`src/rtl/crc_bit_serializer_if.sv`:
```
// Byte stream feeding the CRC bit serializer: valid/ready handshake with
// start-of-frame and end-of-frame markers travelling alongside each word.
interface crc_bit_serializer_if #(
    parameter int DATA_W = 8
) ();
    logic [DATA_W-1:0] data_i;
    logic              valid_i;
    logic              sop_i;
    logic              eop_i;
    logic              ready_o;

    modport master (output data_i, valid_i, sop_i, eop_i, input ready_o);
    modport slave  (input data_i, valid_i, sop_i, eop_i, output ready_o);
endinterface

```
`src/rtl/crc_bit_serializer.sv`:
```
// Feeds a bit-serial CRC stage: takes framed words on a valid/ready stream,
// shifts them out one bit per clock with no gaps inside a frame, pulses the
// CRC clear at each frame start and flags when the CRC result is complete.
// A one-word hold buffer sits in front of the shifter so the next word can
// arrive while the current one is still being shifted.
module crc_bit_serializer #(
    parameter int DATA_W    = 8,
    parameter bit LSB_FIRST = 1'b1,
    parameter int CRC_LAT   = 3
) (
    input  logic                       clk_i,
    input  logic                       rst_i,
    crc_bit_serializer_if.slave        in_if,
    output logic                       bit_o,
    output logic                       bit_valid_o,
    output logic                       crc_rst_o,
    output logic                       crc_valid_o,
    output logic                       err_underrun_o,
    output logic                       err_sop_o
);

    localparam int CNT_W  = (DATA_W > 1) ? $clog2(DATA_W) : 1;
    localparam int WAIT_W = (CRC_LAT > 1) ? $clog2(CRC_LAT) : 1;

    localparam logic [CNT_W-1:0]  LAST_BIT  = CNT_W'(DATA_W - 1);
    localparam logic [WAIT_W-1:0] WAIT_LAST = WAIT_W'((CRC_LAT > 1) ? CRC_LAT - 1 : 0);

    typedef enum logic [1:0] {
        IDLE,
        CLR,
        SHIFT,
        WAIT
    } state_t;

    state_t              state;
    logic [DATA_W-1:0]   hold_data;
    logic                hold_eop;
    logic                hold_full;
    logic [DATA_W-1:0]   shift_reg;
    logic                shift_eop;
    logic [CNT_W-1:0]    bit_cnt;
    logic [WAIT_W-1:0]   wait_cnt;
    logic                frame_open;

    logic                accept;
    logic                start_word;
    logic                last_bit;
    logic                reload_hold;
    logic                bypass;
    logic                unload;
    logic                store;
    logic                hold_full_n;
    logic                wait_next;
    logic                ready_n;
    logic [DATA_W-1:0]   load_data;
    logic                load_eop;

    // First bit presented when a fresh word enters the shifter.
    function automatic logic first_bit(input logic [DATA_W-1:0] w);
        return LSB_FIRST ? w[0] : w[DATA_W-1];
    endfunction

    // Shifter contents after the presented bit has been removed.
    function automatic logic [DATA_W-1:0] drop_bit(input logic [DATA_W-1:0] w);
        return LSB_FIRST ? (w >> 1) : (w << 1);
    endfunction

    // Handshake decode and next-cycle occupancy used for the registered ready.
    // frame_open means a frame has started but its eop word is not yet in;
    // a sop word arriving then is ordinary data, otherwise it opens the next
    // frame (possibly parked in the hold buffer while the current one drains).
    // A word arriving exactly on the final bit with an empty hold goes
    // straight into the shifter so the frame stays gapless.
    always_comb begin
        accept      = in_if.valid_i & in_if.ready_o;
        start_word  = accept & ~frame_open & in_if.sop_i;
        last_bit    = (state == SHIFT) && (bit_cnt == LAST_BIT);
        reload_hold = last_bit & ~shift_eop & hold_full;
        bypass      = last_bit & ~shift_eop & ~hold_full & accept & frame_open;
        unload      = (state == CLR) | reload_hold;
        store       = accept & (frame_open | in_if.sop_i) & ~bypass;
        hold_full_n = (hold_full & ~unload) | store;
        wait_next   = (last_bit & shift_eop & (CRC_LAT > 1))
                    | ((state == WAIT) && (wait_cnt != WAIT_LAST));
        ready_n     = ~hold_full_n & ~wait_next;
        load_data   = bypass ? in_if.data_i : hold_data;
        load_eop    = bypass ? in_if.eop_i  : hold_eop;
    end

    // Frame FSM, hold buffer, shifter and all registered outputs.
    always_ff @(posedge clk_i) begin
        if (rst_i) begin
            state          <= IDLE;
            hold_data      <= '0;
            hold_eop       <= 1'b0;
            hold_full      <= 1'b0;
            shift_reg      <= '0;
            shift_eop      <= 1'b0;
            bit_cnt        <= '0;
            wait_cnt       <= '0;
            frame_open     <= 1'b0;
            in_if.ready_o  <= 1'b0;
            bit_o          <= 1'b0;
            bit_valid_o    <= 1'b0;
            crc_rst_o      <= 1'b1;
            crc_valid_o    <= 1'b0;
            err_underrun_o <= 1'b0;
            err_sop_o      <= 1'b0;
        end else begin
            crc_rst_o      <= 1'b0;
            crc_valid_o    <= 1'b0;
            err_underrun_o <= 1'b0;
            err_sop_o      <= accept & frame_open & in_if.sop_i;
            in_if.ready_o  <= ready_n;

            if (unload) begin
                hold_full <= 1'b0;
            end
            if (store) begin
                hold_full <= 1'b1;
                hold_data <= in_if.data_i;
                hold_eop  <= in_if.eop_i;
            end

            if (accept) begin
                if (frame_open) begin
                    if (in_if.eop_i) begin
                        frame_open <= 1'b0;
                    end
                end else if (in_if.sop_i) begin
                    frame_open <= ~in_if.eop_i;
                end
            end

            case (state)
                IDLE: begin
                    bit_o       <= 1'b0;
                    bit_valid_o <= 1'b0;
                    if (start_word || hold_full) begin
                        crc_rst_o <= 1'b1;
                        state     <= CLR;
                    end
                end

                CLR: begin
                    bit_o       <= first_bit(load_data);
                    shift_reg   <= drop_bit(load_data);
                    shift_eop   <= load_eop;
                    bit_cnt     <= '0;
                    bit_valid_o <= 1'b1;
                    state       <= SHIFT;
                end

                SHIFT: begin
                    if (last_bit) begin
                        if (shift_eop) begin
                            bit_o       <= 1'b0;
                            bit_valid_o <= 1'b0;
                            bit_cnt     <= '0;
                            if (CRC_LAT > 1) begin
                                wait_cnt <= WAIT_W'(1);
                                state    <= WAIT;
                            end else begin
                                crc_valid_o <= 1'b1;
                                state       <= IDLE;
                            end
                        end else if (hold_full || bypass) begin
                            bit_o       <= first_bit(load_data);
                            shift_reg   <= drop_bit(load_data);
                            shift_eop   <= load_eop;
                            bit_cnt     <= '0;
                            bit_valid_o <= 1'b1;
                        end else begin
                            bit_o          <= 1'b0;
                            bit_valid_o    <= 1'b0;
                            bit_cnt        <= '0;
                            err_underrun_o <= 1'b1;
                            crc_rst_o      <= 1'b1;
                            frame_open     <= 1'b0;
                            state          <= IDLE;
                        end
                    end else begin
                        bit_o       <= first_bit(shift_reg);
                        shift_reg   <= drop_bit(shift_reg);
                        bit_cnt     <= bit_cnt + CNT_W'(1);
                        bit_valid_o <= 1'b1;
                    end
                end

                WAIT: begin
                    bit_o       <= 1'b0;
                    bit_valid_o <= 1'b0;
                    if (wait_cnt == WAIT_LAST) begin
                        wait_cnt    <= '0;
                        crc_valid_o <= 1'b1;
                        state       <= IDLE;
                    end else begin
                        wait_cnt <= wait_cnt + WAIT_W'(1);
                    end
                end

                default: state <= IDLE;
            endcase
        end
    end

endmodule

```
`src/flat_wrapper.sv`:
```
// flat-port wrapper written by rule: the top's interface ports become plain ports
module crc_bit_serializer_flat 
#(
    parameter int DATA_W    = 8,
    parameter bit LSB_FIRST = 1'b1,
    parameter int CRC_LAT   = 3
)
  (clk_i, rst_i, bit_o, bit_valid_o, crc_rst_o, crc_valid_o, err_underrun_o, err_sop_o, in_if_data_i, in_if_valid_i, in_if_sop_i, in_if_eop_i, in_if_ready_o);
  crc_bit_serializer_if #(.DATA_W(DATA_W)) in_if_i ();
  input  logic clk_i;
  input  logic rst_i;
  output logic bit_o;
  output logic bit_valid_o;
  output logic crc_rst_o;
  output logic crc_valid_o;
  output logic err_underrun_o;
  output logic err_sop_o;
  input wire logic [$bits(in_if_i.data_i)-1:0] in_if_data_i;
  input wire logic [$bits(in_if_i.valid_i)-1:0] in_if_valid_i;
  input wire logic [$bits(in_if_i.sop_i)-1:0] in_if_sop_i;
  input wire logic [$bits(in_if_i.eop_i)-1:0] in_if_eop_i;
  output wire logic [$bits(in_if_i.ready_o)-1:0] in_if_ready_o;
  assign in_if_i.data_i = in_if_data_i;
  assign in_if_i.valid_i = in_if_valid_i;
  assign in_if_i.sop_i = in_if_sop_i;
  assign in_if_i.eop_i = in_if_eop_i;
  assign in_if_ready_o = in_if_i.ready_o;
  crc_bit_serializer #(.DATA_W(DATA_W), .LSB_FIRST(LSB_FIRST), .CRC_LAT(CRC_LAT)) u_core (.clk_i(clk_i), .rst_i(rst_i), .in_if(in_if_i), .bit_o(bit_o), .bit_valid_o(bit_valid_o), .crc_rst_o(crc_rst_o), .crc_valid_o(crc_valid_o), .err_underrun_o(err_underrun_o), .err_sop_o(err_sop_o));
endmodule
```
`config.mk`:
```
export PLATFORM = sky130hd
export DESIGN_NAME = crc_bit_serializer_flat
export DESIGN_NICKNAME = d
export VERILOG_FILES = /design/src/rtl/crc_bit_serializer_if.sv /design/src/rtl/crc_bit_serializer.sv /design/src/flat_wrapper.sv
export SDC_FILE = /design/constraint.sdc
export NUM_CORES = 1
export LEC_CHECK = 0
export ABC_AREA = 1
export CAP_MARGIN = 40
export CORE_ASPECT_RATIO = 1.4
export CORE_MARGIN = 3
export CORE_UTILIZATION = 35
export CTS_CLUSTER_DIAMETER = 100
export DETAILED_ROUTE_END_ITERATION = 8
export PLACE_DENSITY_LB_ADDON = 0.2
export RECOVER_POWER = 25
export SYNTH_ARGS = -nofsm -noshare
export SYNTH_HDL_FRONTEND = slang
export SYNTH_SLANG_ARGS = --single-unit
```
`constraint.sdc`:
```
create_clock -name clk_i -period 1.6 [get_ports clk_i]
set_input_delay 0.32 -clock clk_i [delete_from_list [all_inputs] [get_ports clk_i]]
set_output_delay 0.32 -clock clk_i [all_outputs]
set_load 0.03 [all_outputs]
```
==> results.ini, run 1 <==
[grt]
grt_pass1_wl_mm=6.60
gr-total-overflow=0
top_usage_layer=met2
grt_usage=0.154
met3_usage=0.0401
antenna_found_initial=0
grt_max_degree=25
globalRouteMet1Util=0.166
grt_pass1_vias=1500
grt_use_met2=0.278

[logic_synthesis]
synth_top_area_cell=dfxtp_1
synth_edf_count=0
syn_nets=248
synth_cell_types=25
async_flop_share=0
ys_ff_latch=33
yosysSeqAreaShare=0.404
synthTopCellsByCount=nand2_1 (46), inv_1 (37), dfxtp_1 (33)
ys_top_cells_by_area=dfxtp_1 (40%), nand2_1 (11%), inv_1 (8.5%), o21ai_0 (7.7%), a21oi_1 (7.3%)
avgSynthCellArea_um2=7.14
synthCells=229
synth_flop_cell=dfxtp_1
syn_area_um2=1640
yosysTopAreaCellShare=0.404
yosysMostFrequentCell=nand2_1
synth-warning-count=0

[power]
p_per_area_nw_per_um2=1290
p_leak_nw=1.03
peakVddDrop_v=0.000721

[timing]
finalClockSkew_ns=0.00277
fmax_mhz=630
worst_slew_pin_slew_ns=0.377
hold_viol=0
period_needed_ns=1.59
slew_viol_final=0
rsz0062_at_grt=yes
slew_headroom=0.746
fin_tns_setup_ns=0
finalSetupViolations=0
period_share=0.992

[routing]
drc=0
wl_mm=3.98
vias=1560
vias_per_cell=4.64
drt-pass1-iter-count=4
drt-initial-drc-count=85
final_antenna_net_count=0
wire_per_inst_um=11.9

[clock_tree]
cts_buffers=5
clkLatencyLatePin_ns=0.28
clockRootBuffer=clkbuf_8
holdBufCountCts=0
ctsLongestPathBuffers=2
cts_tree=done
cts_sinks=33
clk_pin_slew_worst_paths_ns=0.07
htreeDepth=2

[setup_path]
endpoint=u_core.shift_reg[6]$_SDFFE_PP0P_
worstPathRequired_ns=1.78
timing.rr.end=u_core.shift_reg[6]$_SDFFE_PP0P_
r2r_setup_slack_ns=0.01
end_kind=flop
r2r-start=u_core.bit_cnt[1]$_SDFFE_PP0P_
crit_type=reg -> reg
rr_worst_depth=10
startpoint_type=flop
crit_start=u_core.bit_cnt[1]$_SDFFE_PP0P_
critical_path_arrival_ns=1.77
crit_path_max_fanout=5

[placement]
dp_hpwl_mm=2.83
place_area_um2=2060
placed_cells=321
gp_congestion=0.812
io_buffers=19

[cells_and_area]
final_area_um2=2280
nNetsFinal=294
post-route-util=0.522
largest_register_ffs=8
finalNonFillerCells=336
area_growth_syn_to_layout_pct=39.7
diodes=0
drive_above_1_share=0.217

[min_path]
hp-class=reg -> reg

[floorplanning]
die-height_um=86.9
coreArea_um2=4380
die-area_um2=5540
die_w_um=63.8
ios=20
start_util=0.373
fp-row-count=28

[status]
outcome=complete, no violations

[flow_run]
drv_cap=0

==> report_power, final <==
group	internal, W	switching [W]	total [W]
registers	0.00102	0.000108	0.00113
clock network	0.000389	0.000306	0.000694
logic	0.000500	0.000623	0.00112
==> worst min-delay path by stage <==
stage / slack [ns] / end / from / cells past startpoint
global placement: 0.43 / u_core.hold_eop$_SDFFE_PP0P_ / u_core.hold_eop$_SDFFE_PP0P_ / 2
CTS: 0.45 / u_core.hold_data[6]$_SDFFE_PP0P_ / u_core.hold_data[6]$_SDFFE_PP0P_ / 2
finish: 0.45 / u_core.hold_data[6]$_SDFFE_PP0P_ / u_core.hold_data[6]$_SDFFE_PP0P_ / 2
global route: 0.46 / u_core.hold_data[4]$_SDFFE_PP0P_ / u_core.hold_data[4]$_SDFFE_PP0P_ / 2
detailed placement: 0.44 / u_core.hold_data[6]$_SDFFE_PP0P_ / u_core.hold_data[6]$_SDFFE_PP0P_ / 2
floorplan: 0.42 / u_core.hold_data[3]$_SDFFE_PP0P_ / u_core.hold_data[3]$_SDFFE_PP0P_ / 2
==> worst max-delay path, cell delays in order, from the launching register on <==
cell and delay (ns):
dfxtp_2 0.35, ha_4 0.14, ha_4 0.14, nand2_4 0.06
nor2_4 0.13, nand2_4 0.11, nor2_4 0.18, buf_4 0.15
o21ai_4 0.05, a21oi_2 0.12, nor2_1 0.05
==> per-layer routing <==
metal	share of wire	up-vias
li1	-	826
met1	0.44	712
met2	0.51	14
met3	0.034	8
met4	0.018	0
met5	0	-
==> cell usage in the layout (no fill, tap or decap), types with 4 or more instances in the layout <==
| cell | Yosys | layout |
|---|---|---|
| nor3_1 | 5 | 5 |
| ha_4 | 0 | 4 |
| clkbuf_8 | 0 | 7 |
| buf_4 | 2 | 20 |
| nand3_1 | 14 | 13 |
| nand2_1 | 46 | 45 |
| inv_1 | 37 | 36 |
| nor2_4 | 2 | 4 |
| clkdlybuf4s50_1 | 0 | 12 |
| o21ai_0 | 25 | 9 |
| o21ai_2 | 1 | 6 |
| nor2_1 | 16 | 16 |
| o21ai_1 | 0 | 10 |
| a21oi_1 | 24 | 22 |
| dfxtp_1 | 33 | 31 |
| clkbuf_1 | 2 | 4 |
==> per-stage QoR <==
step                      power, W  hold WS, ns  setup slack, ns
after detailed placement   0.00217        0.439           -0.322
final                      0.00295        0.449           0.0133
after global routing       0.00318        0.458           -0.116
after floorplan            0.00183        0.424           0.0148
after global placement     0.00214        0.435           -0.303
after CTS                  0.00289        0.450          0.00253
==> cells by family after synthesis <==
family | count (synthesis) | share of synthesized area
AOI/OAI and AO/OA | 56 | 0.192
xor gates and xnor gates | 1 | 0.00536
adders and majority gates | 6 | 0.0459
buffers and inverters | 43 | 0.109
DFF | 33 | 0.404
and+or+nand+nor | 90 | 0.244
==> area by class of cell <==
type	count	area, um2
clock buffers	7	96.3
clock inverters	1	5.00
fillers	438	2090
inverters	37	143
multi-input cells	154	918
flip-flops and latches	33	663
well taps	60	75.1
repair buffers	44	384
==> what timing repair did <==
action / CTS / global route
endpoints found under the setup margin: 21 / 27
pin swaps: 3 / 7
buffers inserted: 0 / 6
cloned: 1 / 0
resized for setup: 11 / 32
endpoints found under the hold margin: 0 / 0
Note: power is estimated with default switching activity, not from simulation.
==> run 2, diff against run 1 <==
CORE_MARGIN = default   (was 3)
RECOVER_POWER = 100   (was 25)
==> run 2 against run 1 <==
Compared with the run above: the flow now finishes with violations (setup timing); sequential power is essentially flat; sequential share of layout area is 1.6 points lower; combinational power rose by 9%; final area rose by 5.8%; maximum frequency decreased by 0.91%; setup slack got worse by 0.015 ns; largest power group is now combinational logic; highest routed layer unchanged.
==> results.ini, run 2 (same netlist as run 1, synthesis figures left out) <==
[cells_and_area]
final_area_um2=2420
largest_register_ffs=8
diodes=0
layout_common_cells=nand2_1 (41), inv_1 (36), dfxtp_1 (31)
area_growth_syn_to_layout_pct=47.7
layout_commonest_cell=nand2_1
nNetsFinal=298
drive_above_1_share=0.279

[clock_tree]
cts_sinks=33
ctsLongestPathBuffers=2
clk_pin_slew_worst_paths_ns=0.08
clockRootBuffer=clkbuf_8
cts_tree=done
htreeDepth=2
cts_buffers=5
clkLatencyLatePin_ns=0.29

[status]
violations=setup timing
outcome=finished with violations

[power]
internal_power_w=0.00220
p_sw_frac=0.332
peakVddDrop_v=0.000801
p_leak_nw=1.09
comb_power_share=0.370
p_clk_frac=0.285
power.switching_w=0.00109
pwr-share-seq=0.345
p_per_area_nw_per_um2=1360

[setup_path]
worstPathRequired_ns=1.82
crit_start=u_core.bit_cnt[0]$_SDFFE_PP0P_
end_kind=flop
r2r_setup_slack_ns=-0.001
slowest_stage=dfxtp_2
path_cells=ha_4 -> ha_4 -> nand2_4 -> nor2_4 -> nand2_4 -> nor2_4 -> buf_12 -> nand2_1 -> nand3_1 -> o21ai_1 -> a21oi_1
r2r-start=u_core.bit_cnt[0]$_SDFFE_PP0P_
endpoint=u_core.shift_reg[3]$_SDFFE_PP0P_
path_buf_inv=1
critical_path_arrival_ns=1.82
slowest_delay_ns=0.36
cp.depth=11
rr_worst_depth=11
crit_family=simple AND/OR/NAND/NOR gates
crit_type=reg -> reg
crit_path_max_fanout=6
startpoint_type=flop
timing.rr.end=u_core.shift_reg[3]$_SDFFE_PP0P_

[floorplanning]
die-area_um2=4950
die_w_um=59.8
coreArea_um2=4500
die-height_um=82.9
fp-row-count=29
ios=20
start_util=0.363

[routing]
drt-initial-drc-count=111
final_antenna_net_count=0
drt-pass1-iter-count=4
drc=0
wl_mm=4.03
vias=1569
vias_per_cell=4.59
wire_per_inst_um=11.8

[placement]
dp_hpwl_mm=2.92
dp_slack_ns=-0.328
place_area_um2=2070
io_buffers=19
gp_congestion=0.762

[timing]
hold_viol=0
fmax_mhz=625
rsz0062_at_grt=yes
slew_headroom=0.751
period_share=1.00
period_needed_ns=1.60
slew_viol_final=0
finalClockSkew_ns=0.0102
worst_slew_pin_slew_ns=0.369
finalSetupViolations=1
worst_slack_ns=-0.00126

[grt]
grt_max_degree=18
grt_pass1_vias=1523
gr-total-overflow=0
grt_usage=0.177
grt_pass1_wl_mm=6.58
antenna_found_initial=0

[flow_run]
drv_cap=0

[min_path]
hp-class=reg -> reg
hold_depth=2

-- run 2: changes by cell type in the layout (fill, tap and decap cells not counted), sizes merged --
cell           delta
buf               +4
bufinv            +2
dlymetal6s2s      -2
clkdlybuf4s50     -1
dlygate4sd2       +1
dlygate4sd3       +1
nor2              -1
-- run 2: repair_timing --
action,4_1_cts,5_1_grt
setup endpoints to repair,23,27
buffers inserted,3,5
cloned,0,1
hold buffers,0,0
pin swaps,6,9
gates resized for setup,12,51
-- run 2: layout make-up --
type / instances / area [um2]
clock inverters: 3 / 65.1
clock buffers: 5 / 68.8
flip-flops and latches: 33 / 663
well taps: 62 / 77.6
multi-input cells: 153 / 966
fillers: 483 / 2080
inverters: 37 / 143
repair buffers: 49 / 433
-- run 2: through the flow --
stage	setup TNS (ns)	total power, W	instances	hold slack [ns]	util
final	-0.00126	0.00329	342	0.452	0.537
after global routing	-1.31	0.00352	342	0.479	0.537
after CTS	-0.176	0.00314	336	0.454	0.501
after detailed placement	-4.04	0.00217	325	0.442	0.460
after global placement	-3.73	0.00215	325	0.437	0.460
after floorplan	0	0.00183	229	0.424	-
-- run 2: power groups by stage --
stage / clock [W] / sequential [W] / combinational [W]
3_5_place_dp: 0 / 0.00114 / 0.00103
6_report: 0.000938 / 0.00114 / 0.00122
3_3_place_gp: 0 / 0.00113 / 0.00102
5_1_grt: 0.00100 / 0.00116 / 0.00137
4_1_cts: 0.000956 / 0.00113 / 0.00105
2_1_floorplan: 0 / 0.00116 / 0.000673
-- run 2: worst register-to-register path, cell delays in order, from the launching register on --
cell and delay [ns]:
dfxtp_2 0.36, ha_4 0.14, ha_4 0.15, nand2_4 0.07, nor2_4 0.14, nand2_4 0.09
nor2_4 0.16, buf_12 0.14, nand2_1 0.05, nand3_1 0.06, o21ai_1 0.07, a21oi_1 0.11
-- run 2: routing by layer --
layer,vias to the layer above,track usage,share of wire
met3,9,0.0514,0.033
met1,701,0.187,0.41
met2,21,0.309,0.53
li1,838,-,-
met5,-,0,0
met4,0,0.0825,0.026
-- run 2: worst min path at each step --
stage                                     start                          endpoint
4_1_cts        u_core.hold_data[4]$_SDFFE_PP0P_  u_core.hold_data[4]$_SDFFE_PP0P_
3_3_place_gp   u_core.hold_data[6]$_SDFFE_PP0P_  u_core.hold_data[6]$_SDFFE_PP0P_
5_1_grt        u_core.hold_data[6]$_SDFFE_PP0P_  u_core.hold_data[6]$_SDFFE_PP0P_
2_1_floorplan  u_core.hold_data[3]$_SDFFE_PP0P_  u_core.hold_data[3]$_SDFFE_PP0P_
3_5_place_dp   u_core.hold_data[4]$_SDFFE_PP0P_  u_core.hold_data[4]$_SDFFE_PP0P_
6_report       u_core.hold_data[6]$_SDFFE_PP0P_  u_core.hold_data[6]$_SDFFE_PP0P_
==> RTL change 1: new RTL, config.mk and constraints of run 1 <==
The output `err_sop_o` loses its register stage (`err_sop_o` becomes a continuous assignment).
--- a/src/rtl/crc_bit_serializer.sv
+++ b/src/rtl/crc_bit_serializer.sv
@@ -106,10 +106,8 @@
             crc_valid_o    <= 1'b0;
             err_underrun_o <= 1'b0;
-            err_sop_o      <= 1'b0;
         end else begin
             crc_rst_o      <= 1'b0;
             crc_valid_o    <= 1'b0;
             err_underrun_o <= 1'b0;
-            err_sop_o      <= accept & frame_open & in_if.sop_i;
             in_if.ready_o  <= ready_n;
 
@@ -205,4 +203,6 @@
     end
 
+    assign err_sop_o = accept & frame_open & in_if.sop_i;
+
 endmodule
 
Function: changed (Yosys sat finds a counterexample within 4 cycles, from zero or initial values and one cycle with rst_i high).
==> RTL change 1 against run 1 <==
Sequential cell count fell by 1. Routed wire length fell by 1.3%. Global-route usage rose by 0.30 points. Worst setup slack improved by 0.015 ns. Worst hold slack improved by 0.047 ns. Design area fell by 1.4%. Total power rose by 4.7%. Sequential share of layout area fell by 0.49 points. Synthesized area rose by 0.61%. Critical endpoint is now u_core.shift_reg[5].
==> RTL change 1: results (changes against run 1) <==
largest net degree at the start of global routing = 20 (-20%)
top cells by count, synth = 52 x nand2_1, 34 x nor2_1, 32 x dfxtp_1, 32 x inv_1, 21 x nand3_1
Wirelength per Cell = 11.4 µm (-3.6%)
post-synthesis sequential area ratio = 38.9% (-1.5 points)
post-route met1 wirelength = 1610 µm (-7.1%)
vias in the first global route = 1539 (+2.6%)
first-pass GRT wire length = 6770 µm (+2.6%)
Max-slew headroom = 75.3% (+0.67 points)
CP max FO = 6 (+1)
R2R Path End = u_core.shift_reg[5]
RD Place Congestion = 0.794 (-2.2%)
total length of routed met2 wires = 2020 µm (-0.83%)
number of DRC markers in iteration 0 = 99 (+16%)
top post-synthesis cells by area = dfxtp_1 39%, nand2_1 12%, nor2_1 7.8%
total track usage = 15.7% (+0.30 points)
# fillers = 462 (+5.5%)
Post-Route WL = 3930 µm (-1.3%)
Mapped Cells = 240 (+4.8%)
pre-CTS setup slack = -0.166 ns (+0.156 ns)
Pleak = 1.05 nW (+1.6%)
# nets final = 302 (+2.7%)
hold path start = u_core.wait_cnt[0]
HPWL Detailed = 2890 µm (+2.0%)
outcome = finished clean
count of cell types in the netlist = 28 (+12%)
## RTL change 1: cell types whose count changed after synthesis, sizes merged
cell / run 1 / this run
buf: 4 / 6
a21oi: 24 / 16
o21bai: 3 / 0
a211oi: 0 / 1
inv: 37 / 34
nand2: 48 / 58
o21ai: 26 / 18
a21boi: 1 / 0
clkbuf: 2 / 1
dfxtp: 33 / 32
nand3b: 1 / 0
nor2: 20 / 36
nand3: 15 / 23
## RTL change 1: worst min-delay path by stage
stage	cells after the start	slack [ns]	to
after floorplan	1	0.44	u_core.crc_valid_o
final	1	0.50	u_core.crc_valid_o
after detailed placement	1	0.48	u_core.crc_valid_o
after CTS	1	0.49	u_core.crc_valid_o
after global placement	1	0.47	u_core.crc_valid_o
after global routing	2	0.52	u_core.bit_o
## RTL change 1: power groups by stage
stage | Clock (mW) | Sequential, mW | Combinational (mW)
6_report | 0.859 | 1.09 | 1.14
2_1_floorplan | 0 | 1.11 | 0.754
3_3_place_gp | 0 | 1.07 | 1.09
5_1_grt | 0.937 | 1.11 | 1.30
4_1_cts | 0.886 | 1.07 | 1.13
3_5_place_dp | 0 | 1.08 | 1.11
## RTL change 1: what timing repair did
| item | in CTS | in global routing |
|---|---|---|
| pin swaps | 5 | 4 |
| setup endpoints to repair | 12 | 29 |
| gates cloned | 0 | 1 |
| buffers inserted | 3 | 0 |
| gates resized for setup | 14 | 21 |
## RTL change 1: cell families (layout without fill, tap and decap cells)
group                    Yosys count  in the layout  share of synthesized area [%]
adder cells (fa/ha/maj)            6              6                           4.56
XOR/XNOR                           1              1                          0.532
AND/OR/NAND/NOR                  123            124                           33.8
AO/OA/AOI/OAI                     37             37                           11.9
flip-flops                        32             32                           38.9
buffers and inverters             41             84                           10.3
## RTL change 1: per-layer routing
| layer | vias up | global-route usage [%] |
|---|---|---|
| met5 | - | 0 |
| met4 | 0 | 8.84 |
| met3 | 12 | 4.26 |
| met2 | 24 | 27.1 |
| met1 | 727 | 17.1 |
| li1 | 844 | - |
## RTL change 1: cell type report
class | count | share of cell area (%)
inverters | 34 | 5.66
well taps | 60 | 3.33
clock inverters | 1 | 1.33
repair buffers | 42 | 15.6
multi-input cells | 168 | 41.3
flip-flops and latches | 32 | 28.5
clock buffers | 7 | 4.28
## RTL change 1: stage by stage
step	total power [mW]	util, %
finish	3.09	51.5
global route	3.35	51.5
detailed placement	2.18	46.3
CTS	3.09	50.8
floorplan	1.86	-
global placement	2.17	46.3
## RTL change 1: critical path, cell delays in order, from the launching register on
cell     delay, ns
dfxtp_2       0.36
ha_4          0.14
ha_4          0.16
nand3_4       0.10
nor2_4        0.20
buf_6         0.16
nand3_2       0.06
nand3_2       0.09
nand2_1       0.06
nor2_1        0.09
nor2_1        0.05
==> RTL change 2: new RTL, flow settings as in run 1 <==
Without the edit above. `CRC_LAT` is set to 3 in 2 places; all go to 6.
--- a/src/rtl/crc_bit_serializer.sv
+++ b/src/rtl/crc_bit_serializer.sv
@@ -7,5 +7,5 @@
     parameter int DATA_W    = 8,
     parameter bit LSB_FIRST = 1'b1,
-    parameter int CRC_LAT   = 3
+    parameter int CRC_LAT   = 6
 ) (
     input  logic                       clk_i,
--- a/src/flat_wrapper.sv
+++ b/src/flat_wrapper.sv
@@ -4,5 +4,5 @@
     parameter int DATA_W    = 8,
     parameter bit LSB_FIRST = 1'b1,
-    parameter int CRC_LAT   = 3
+    parameter int CRC_LAT   = 6
 )
   (clk_i, rst_i, bit_o, bit_valid_o, crc_rst_o, crc_valid_o, err_underrun_o, err_sop_o, in_if_data_i, in_if_valid_i, in_if_sop_i, in_if_eop_i, in_if_ready_o);
Formal check against the unedited RTL: same outputs for any inputs over 10 cycles, from zero or initial values and one cycle with rst_i high; that may be too few to reach the edited logic, so the function may still have changed.
==> RTL change 2 against run 1 <==
Global-route usage fell by 0.38 points. Worst setup slack gained 0.010 ns. Synthesized area increased by 5.7%. Clock power down 6.1%. Sequential cell count up 1. Worst hold slack gained 0.0042 ns. Design area decreased by 0.16%. Routed wire length down 5.0%. Maximum frequency rose by 0.66%. Total power fell by 4.7%. Critical path type unchanged. Highest routed layer unchanged.
==> RTL change 2: results (changes against run 1) <==
outcome = finished clean
CP max FO = 6 (+1)
total track usage = 15.0% (-0.38 points)
Post-Route WL = 3780 µm (-5.0%)
met3 routed WL = 113 µm (-16%)
utilization after layout = 49.1% (-3.1 points)
peak supply drop = 0.000535 V (-26%)
via count = 1595 (+2.2%)
Clock Network Area Fraction = 4.00% (-0.43 points)
first-pass GRT wire length = 6750 µm (+2.3%)
Seq/total area = 30.1% (+1.0 points)
Non-CTS buffers = 40 (-9.1%)
Synth Area in Compound Gates = 16.8% (-2.4 points)
RD Place Congestion = 0.771 (-5.0%)
Multi-input gate area = 930 µm² (+1.2%)
syn_nets = 262 (+5.6%)
post-synthesis xor/xnor area fraction = 0.507% (-0.029 points)
worst slew pin tran = 0.529 ns (+0.152 ns)
Critical Path End = u_core.shift_reg[0]
post-route met1 wirelength = 1630 µm (-6.3%)
HPWL Detailed = 2800 µm (-1.1%)
Global Route met3 Usage = 3.77% (-0.23 points)
fin cells = 347 (+3.3%)
Slowest cell on crit path = dfxtp_4
count of cell types in the netlist = 28 (+12%)
adder-cell share of the synthesized area = 4.34% (-0.25 points)
# nets final = 303 (+3.1%)
vias in the first global route = 1528 (+1.9%)
post-synthesis sequential area ratio = 39.4% (-1.0 points)
R2R depth = 8 (-2)
# fillers = 499 (+14%)
sequential cell count = 34 (+3.0%)
worst r2r src = u_core.bit_cnt[0]
Pleak = 1.04 nW (+0.40%)
final clock skew = 0.00544 ns (+0.00267 ns)
CP startpoint = u_core.bit_cnt[0]
pre-CTS setup slack = -0.166 ns (+0.155 ns)
post-CTS sizing = 10 (-1)
NonClk Buf Share = 15.7% (-1.1 points)
number of DRC markers in iteration 0 = 92 (+8.2%)
placed inst area = 2120 µm² (+2.5%)
min Tclk post-route = 1.58 ns (-0.0104 ns)
Die X = 65.4 µm (+2.6%)
Mapped Cells = 243 (+6.1%)
[RTL change 2: worst min path at each step]
stage          slack, ns  cells past startpoint             endpoint                start
2_1_floorplan       0.40                      1    u_core.bit_cnt[0]                rst_i
3_3_place_gp        0.44                      2  u_core.hold_data[3]  u_core.hold_data[3]
3_5_place_dp        0.44                      2  u_core.hold_data[4]  u_core.hold_data[4]
4_1_cts             0.46                      2  u_core.hold_data[4]  u_core.hold_data[4]
5_1_grt             0.47                      2  u_core.hold_data[4]  u_core.hold_data[4]
6_report            0.45                      2  u_core.hold_data[4]  u_core.hold_data[4]
[RTL change 2: critical path: cells and delay by family, from the launching register on]
kind / cells / cell delay, ns
simple gates: 3 / 0.43
flops: 1 / 0.35
fa+ha+maj: 2 / 0.32
buf+inv: 2 / 0.21
compound gates: 1 / 0.15
[RTL change 2: report_power, final]
part | internal (mW) | leakage (nW) | switching, mW
sequential | 1.02 | 0.279 | 0.0889
combinational | 0.450 | 0.712 | 0.599
clock | 0.347 | 0.0482 | 0.305
